File: src/rtl/vc_multi_sat_counter.sv
// ---------------------------------------------------------------------------
// vc_multi_sat_counter
//   Bank of NUM_CH independent saturating up/down counters. Each channel takes
//   a multi-unit increment and decrement every cycle. When both arrive in the
//   same cycle they are netted against each other.
//   Each channel also has a synchronous load, plus sticky overflow/underflow
//   flags that are cleared per channel.
//
//   Optional feature macro: VC_MULTI_SAT_COUNTER_LOW_MARK_EN
//     defined   -> low[i] is a registered flag, (next count[i] <= LOW_MARK)
//     undefined -> low is tied to 0 and no watermark logic is built
//
// Ports
//   clk       in   rising-edge clock
//   reset     in   asynchronous active-low reset
//   inc_amt   in   per-channel increment, ch i at [i*STEP_WIDTH +: STEP_WIDTH]
//   dec_amt   in   per-channel decrement, packed like inc_amt
//   load      in   per-channel synchronous load strobe (beats inc/dec)
//   load_val  in   per-channel load value, ch i at [i*BIT_WIDTH +: BIT_WIDTH]
//   err_clr   in   per-channel clear of the sticky error flags
//   count     out  registered per-channel count
//   zero      out  count == 0 (decoded from the registered count)
//   full      out  count == MAX_COUNT (decoded from the registered count)
//   overflow  out  sticky: the channel saturated at the top
//   underflow out  sticky: the channel saturated at the bottom
//   low       out  low-watermark flag (0 unless the macro is defined)
// ---------------------------------------------------------------------------
module vc_multi_sat_counter #(
  parameter int unsigned NUM_CH      = 4,
  parameter int unsigned BIT_WIDTH   = 4,
  parameter int unsigned MAX_COUNT   = 8,
  parameter int unsigned RESET_VALUE = 8,
  parameter int unsigned STEP_WIDTH  = 2,
  parameter int unsigned LOW_MARK    = 2
) (
  input  logic                         clk,
  input  logic                         reset,
  input  logic [NUM_CH*STEP_WIDTH-1:0] inc_amt,
  input  logic [NUM_CH*STEP_WIDTH-1:0] dec_amt,
  input  logic [NUM_CH-1:0]            load,
  input  logic [NUM_CH*BIT_WIDTH-1:0]  load_val,
  input  logic [NUM_CH-1:0]            err_clr,
  output logic [NUM_CH*BIT_WIDTH-1:0]  count,
  output logic [NUM_CH-1:0]            zero,
  output logic [NUM_CH-1:0]            full,
  output logic [NUM_CH-1:0]            overflow,
  output logic [NUM_CH-1:0]            underflow,
  output logic [NUM_CH-1:0]            low
);

  // Signed intermediate: two guard bits beyond count+step, so neither
  // count + inc nor the subsequent - dec can wrap.
  localparam int unsigned TW = BIT_WIDTH + STEP_WIDTH + 2;

  localparam logic [BIT_WIDTH-1:0]  MAX_C = BIT_WIDTH'(MAX_COUNT);
  localparam logic [BIT_WIDTH-1:0]  RST_C = BIT_WIDTH'(RESET_VALUE);
  localparam logic signed [TW-1:0]  MAX_T = $signed(TW'(MAX_COUNT));

  // Elaboration-time parameter legality.
  if (NUM_CH < 1) begin : g_bad_num_ch
    $error("vc_multi_sat_counter: NUM_CH must be >= 1");
  end
  if (MAX_COUNT >= (1 << BIT_WIDTH)) begin : g_bad_max
    $error("vc_multi_sat_counter: MAX_COUNT must be < 2**BIT_WIDTH");
  end
  if (RESET_VALUE > MAX_COUNT) begin : g_bad_rst
    $error("vc_multi_sat_counter: RESET_VALUE must be <= MAX_COUNT");
  end
  if (MAX_COUNT < 1) begin : g_bad_max_zero
    $error("vc_multi_sat_counter: MAX_COUNT must be >= 1");
  end
  // A watermark at or above the ceiling would make low permanently set.
  if (LOW_MARK >= MAX_COUNT) begin : g_odd_low_mark
    $warning("vc_multi_sat_counter: LOW_MARK >= MAX_COUNT, low is always set");
  end

  for (genvar i = 0; i < NUM_CH; i++) begin : g_ch
    logic [STEP_WIDTH-1:0] inc_i;
    logic [STEP_WIDTH-1:0] dec_i;
    logic [BIT_WIDTH-1:0]  ld_i;
    logic [BIT_WIDTH-1:0]  cnt_q;
    logic [BIT_WIDTH-1:0]  cnt_d;
    logic                  ovf_q;
    logic                  ovf_d;
    logic                  udf_q;
    logic                  udf_d;
    logic                  set_ovf;
    logic                  set_udf;
    logic signed [TW-1:0]  t;

    assign inc_i = inc_amt[i*STEP_WIDTH +: STEP_WIDTH];
    assign dec_i = dec_amt[i*STEP_WIDTH +: STEP_WIDTH];
    assign ld_i  = load_val[i*BIT_WIDTH +: BIT_WIDTH];

    // Netted step, evaluated in a wide signed domain
    assign t = $signed(TW'(cnt_q)) + $signed(TW'(inc_i)) - $signed(TW'(dec_i));

    // Next-count selection: load beats step; the step saturates at both ends
    always_comb begin
      cnt_d   = cnt_q;
      set_ovf = 1'b0;
      set_udf = 1'b0;
      if (load[i]) begin
        if (ld_i > MAX_C) begin
          cnt_d   = MAX_C;
          set_ovf = 1'b1;
        end else begin
          cnt_d = ld_i;
        end
      end else if (t > MAX_T) begin
        cnt_d   = MAX_C;
        set_ovf = 1'b1;
      end else if (t[TW-1]) begin
        cnt_d   = '0;
        set_udf = 1'b1;
      end else begin
        cnt_d = BIT_WIDTH'(t);
      end
    end

    // Sticky flags: a set event in the same cycle as err_clr wins.
    always_comb begin
      ovf_d = set_ovf | (ovf_q & ~err_clr[i]);
      udf_d = set_udf | (udf_q & ~err_clr[i]);
    end

    always_ff @(posedge clk or negedge reset) begin
      if (!reset) begin
        cnt_q <= RST_C;
        ovf_q <= 1'b0;
        udf_q <= 1'b0;
      end else begin
        cnt_q <= cnt_d;
        ovf_q <= ovf_d;
        udf_q <= udf_d;
      end
    end

    assign count[i*BIT_WIDTH +: BIT_WIDTH] = cnt_q;
    assign overflow[i]  = ovf_q;
    assign underflow[i] = udf_q;
    assign zero[i]      = (cnt_q == '0);
    assign full[i]      = (cnt_q == MAX_C);

`ifdef VC_MULTI_SAT_COUNTER_LOW_MARK_EN
    localparam logic [BIT_WIDTH-1:0] LOW_C = BIT_WIDTH'(LOW_MARK);
    logic low_q;

    // Registered from the next count so it moves together with count
    always_ff @(posedge clk or negedge reset) begin
      if (!reset) begin
        low_q <= 1'b0;
      end else begin
        low_q <= (cnt_d <= LOW_C);
      end
    end

    assign low[i] = low_q;
`else
    assign low[i] = 1'b0;
`endif
  end

endmodule

File: config.mk
export PLATFORM = sky130hd
export DESIGN_NAME = vc_multi_sat_counter
export DESIGN_NICKNAME = d
export VERILOG_FILES = /design/src/rtl/vc_multi_sat_counter.sv
export SDC_FILE = /design/constraint.sdc
export NUM_CORES = 1
export LEC_CHECK = 0
export BUFFER_PORTS_ARGS = -buffer_cell sky130_fd_sc_hd__buf_2
export CORE_AREA = 2 2 70 72
export CTS_CLUSTER_DIAMETER = 80
export DETAILED_ROUTE_END_ITERATION = 16
export DIE_AREA = 0 0 72 74
export GPL_ROUTABILITY_DRIVEN = 0
export PLACE_DENSITY = 0.87
export SYNTH_ARGS = -nofsm -noshare
export SYNTH_HDL_FRONTEND = slang
export SYNTH_SLANG_ARGS = --single-unit
File: constraint.sdc
create_clock -name clk -period 2.6 [get_ports clk]
set_input_delay 0.52 -clock clk [delete_from_list [all_inputs] [get_ports clk]]
set_output_delay 0.52 -clock clk [all_outputs]
set_load 0.03 [all_outputs]
==> run_results.csv <==
group,metric,value,unit
floorplan,placementRows,25,
floorplan,die_h,74,microns
power_and_ir_drop,p_seq_frac,0.187,
setup_path,rr_endpoint,"g_ch[0].cnt_q[1]",
sta,fin_tns_setup,0,ns
cts,cts.sinks,24,
sta,skew,0.00196,ns
yosys,synth.avg_cell_area,8.85,sq um
power_and_ir_drop,p_switching,1700,uW
power_and_ir_drop,swShare,0.496,
placed_design,postPlaceCellArea,2670,sq um
floorplan,die_x,72,microns
route,wl_met2,2430,microns
final_layout,nNetsFinal,414,
setup_path,r2r_setup_slack,0.15,ns
setup_path,cpPeakStageDelay,0.47,ns
yosys,yosys_register_bits,24,
cts,cts.path.max_buffers,2,
final_layout,fillers,432,
final_layout,diodes,0,
power_and_ir_drop,pwr-share-comb,0.739,
setup_path,crit_buf_inv,1,
route,ant_nets,0,
setup_path,timing.rr.start,"g_ch[0].cnt_q[1]",
setup_path,critPathTopFamily,"adder cells",
cts,clk_latency,0.26,ns
setup_path,arrival,2.65,ns
route,wl_met1,2060,microns
power_and_ir_drop,p_per_area,1250,nW/um^2
route,drt_iter0_markers,70,
global_route,antenna_found_initial,0,
setup_path,ff2ff_path_depth,8,
sta,min_period_over_period,0.944,
cts,cts_max_level,1,
final_layout,syn_to_final_growth,21.5,%
global_route,grt_pass1_vias,1949,
power_and_ir_drop,internal-power,1730,uW
final_layout,stdcell_area,2740,sq um
sta,setup-violations-final,0,
final_layout,drive_above_1_share,0.296,
sta,worst_pin_slew,0.552,ns
final_layout,fin_util,0.596,
flow_run,drv_cap,0,
yosys,yosys.cell_types.count,36,
yosys,ys_warn_count,0,
route,avgRoutedWirePerCell,12.3,microns
sta,drv_slew,0,
cts,cts_root_buf,"clkbuf_8",
cts,cts_tree,"yes",
floorplan,io_pins,78,
min_path,min_path_type,"input port to asynchronous set/reset pin",
setup_path,slowest_stage,"fa_1",
sta,setup_ws,0.146,ns
sta,final.min_clock_period,2.45,ns
global_route,grt_usage,0.186,
setup_path,worstPathRequired,2.79,ns
setup_path,crit_path_frequent_cell,"fa_1",
setup_path,cp-start-kind,"flop",
route,vias,1933,
floorplan,design.die.area,5330,sq um
power_and_ir_drop,p_leak,0.00150,uW
route,first_pass_iters,4,
route,highest_layer,"met4",
setup_path,crit_type,"flop to flop",
route,drt_drc_violations_left,0,
route,wl,4740,microns
sta,fmax,407,MHz
power_and_ir_drop,peakVddDrop,0.653,mV
power_and_ir_drop,clkPwrFrac,0.074,
global_route,grt_pass1_wl,7960,microns
sta,timing.hold.ws,0.236,ns
placed_design,place_ws,-0.144,ns
final_layout,multi_input_area,1390,sq um
placed_design,port_buffers,73,
sta,rsz0062_at_grt,"false",
route,route.met3.wl,199,microns
floorplan,initial_utilization,0.491,
floorplan,core,4600,sq um
sta,slew_headroom,0.632,
cts,cts-buffers-inserted,3,
global_route,grt-ovfl-total,0,
setup_path,crit_path_max_fanout,3,
yosys,syn_inst,255,
setup_path,startpoint,"g_ch[0].cnt_q[1]",
setup_path,cp-end-kind,"flop",
final_layout,regArea,606,sq um
yosys,synth_area,2260,sq um
placed_design,place_hpwl,4070,microns
status,outcome,"finished clean",
cts,clk_pin_slew,0.08,ns
sta,hold_violations,0,
yosys,ys_seq_area_frac,0.268,
setup_path,timing.critical_path.cells,"inv_1 > fa_1 > fa_1 > nand2b_1 > a21oi_2 > xnor2_1 > a2111o_1 > o21ai_1",
global_route,grt_max_degree,25,
route,vias_per_cell,5.02,
## cells by family after synthesis
logic type / share of synthesized area
buffers and inverters: 0.126
AND/OR/NAND/NOR: 0.141
AO/OA/AOI/OAI: 0.167
adder cells (fa/ha/maj): 0.248
flip-flops: 0.268
XOR/XNOR: 0.0466
other: 0.00166
## worst register-to-register path: cells and delay by family (launching register included)
| family | cells | cell delay, ns |
|---|---|---|
| AOI/OAI and AO/OA | 3 | 0.70 |
| xor gates and xnor gates | 1 | 0.09 |
| buffers and inverters | 1 | 0.09 |
| and+or+nand+nor | 1 | 0.17 |
| adders and majority gates | 2 | 0.93 |
| DFF | 1 | 0.39 |
## state kept, by name (all words and copies together) (netlist names)
name and cells:
g_ch.udf_q 4, g_ch.cnt_q 16, g_ch.ovf_q 4
## synth_stat cells (all sizes together)
cell type	n	area, sq um
a21o	4	30.0
and2b	2	16.3
nor2b	4	25.0
nor3	2	10.0
nand2b	9	56.3
nand3	2	10.0
o221ai	2	17.5
a21oi	8	55.1
xnor2	8	70.1
a2111o	2	22.5
o21ai	18	90.1
and2	2	12.5
nand2	10	37.5
nand3b	2	15.0
a211oi	2	15.0
a22o	6	52.6
a211o	2	17.5
dfstp	4	105
o311ai	2	17.5
xor2	4	35.0
ha	32	400
a32o	2	20.0
buf	12	90.1
a21boi	2	15.0
dfrtp	20	500
and3	8	50.1
inv	52	195
or2b	1	7.51
fa	8	160
o22ai	4	25.0
and3b	2	17.5
nor2	16	60.1
conb	1	3.75
## metrics by stage
| step | total power (uW) | instances |
|---|---|---|
| floorplan | 2510 | 258 |
| global placement | 3090 | 381 |
| detailed placement | 3160 | 381 |
| CTS | 3430 | 385 |
| global route | 3760 | 385 |
| finish | 3430 | 385 |
## power by group through the flow
stage / Sequential (uW) / Combinational [uW] / Clock [uW]
2_1_floorplan: 806 / 1700 / 0
3_3_place_gp: 644 / 2440 / 0
3_5_place_dp: 649 / 2510 / 0
4_1_cts: 644 / 2520 / 264
5_1_grt: 663 / 2820 / 276
6_report: 643 / 2540 / 253
## worst max path at each step
stage                             endpoint  slack [ns]  depth (start not counted)
after floorplan           g_ch[1].cnt_q[0]        0.08                          8
after global placement    g_ch[1].cnt_q[0]       -0.04                         10
after detailed placement  g_ch[0].cnt_q[2]       -0.14                         10
after CTS                 g_ch[0].cnt_q[1]        0.11                          9
after global routing      g_ch[1].cnt_q[2]       0.001                          9
final                     g_ch[0].cnt_q[1]        0.15                          8
## cell usage in the layout (no fill, tap or decap), types with 6 or more instances in the layout
cell type	netlist	routed
inv_1	52	52
dfrtp_1	20	20
nand2_1	10	10
ha_1	32	32
o21ai_0	12	12
o21ai_1	6	6
fa_1	8	7
and3_1	8	8
buf_4	12	8
buf_2	0	73
a22o_1	6	6
xnor2_1	8	8
nor2_1	16	16
nand2b_1	9	9
## area by class of cell
| type | count | area share |
|---|---|---|
| Inverter | 52 | 0.0712 |
| Sequential cell | 24 | 0.221 |
| Multi-Input combinational cell | 170 | 0.508 |
| Clock buffer | 4 | 0.0201 |
| Tap cell | 54 | 0.0246 |
| Timing Repair Buffer | 81 | 0.155 |
## timing repair
| action | 4_1_cts | 5_1_grt |
|---|---|---|
| hold buffers | 0 | 0 |
| buffers inserted | 0 | 0 |
| endpoints found under the setup margin | 0 | 9 |
| gates resized for setup | 0 | 4 |
## routing by layer
metal | vias to the layer above | GRT usage
met5 | - | 0
met4 | 0 | 0.0440
met3 | 6 | 0.0217
met2 | 49 | 0.356
met1 | 905 | 0.224
li1 | 973 | -
Note: power is estimated with default switching activity, not from simulation.
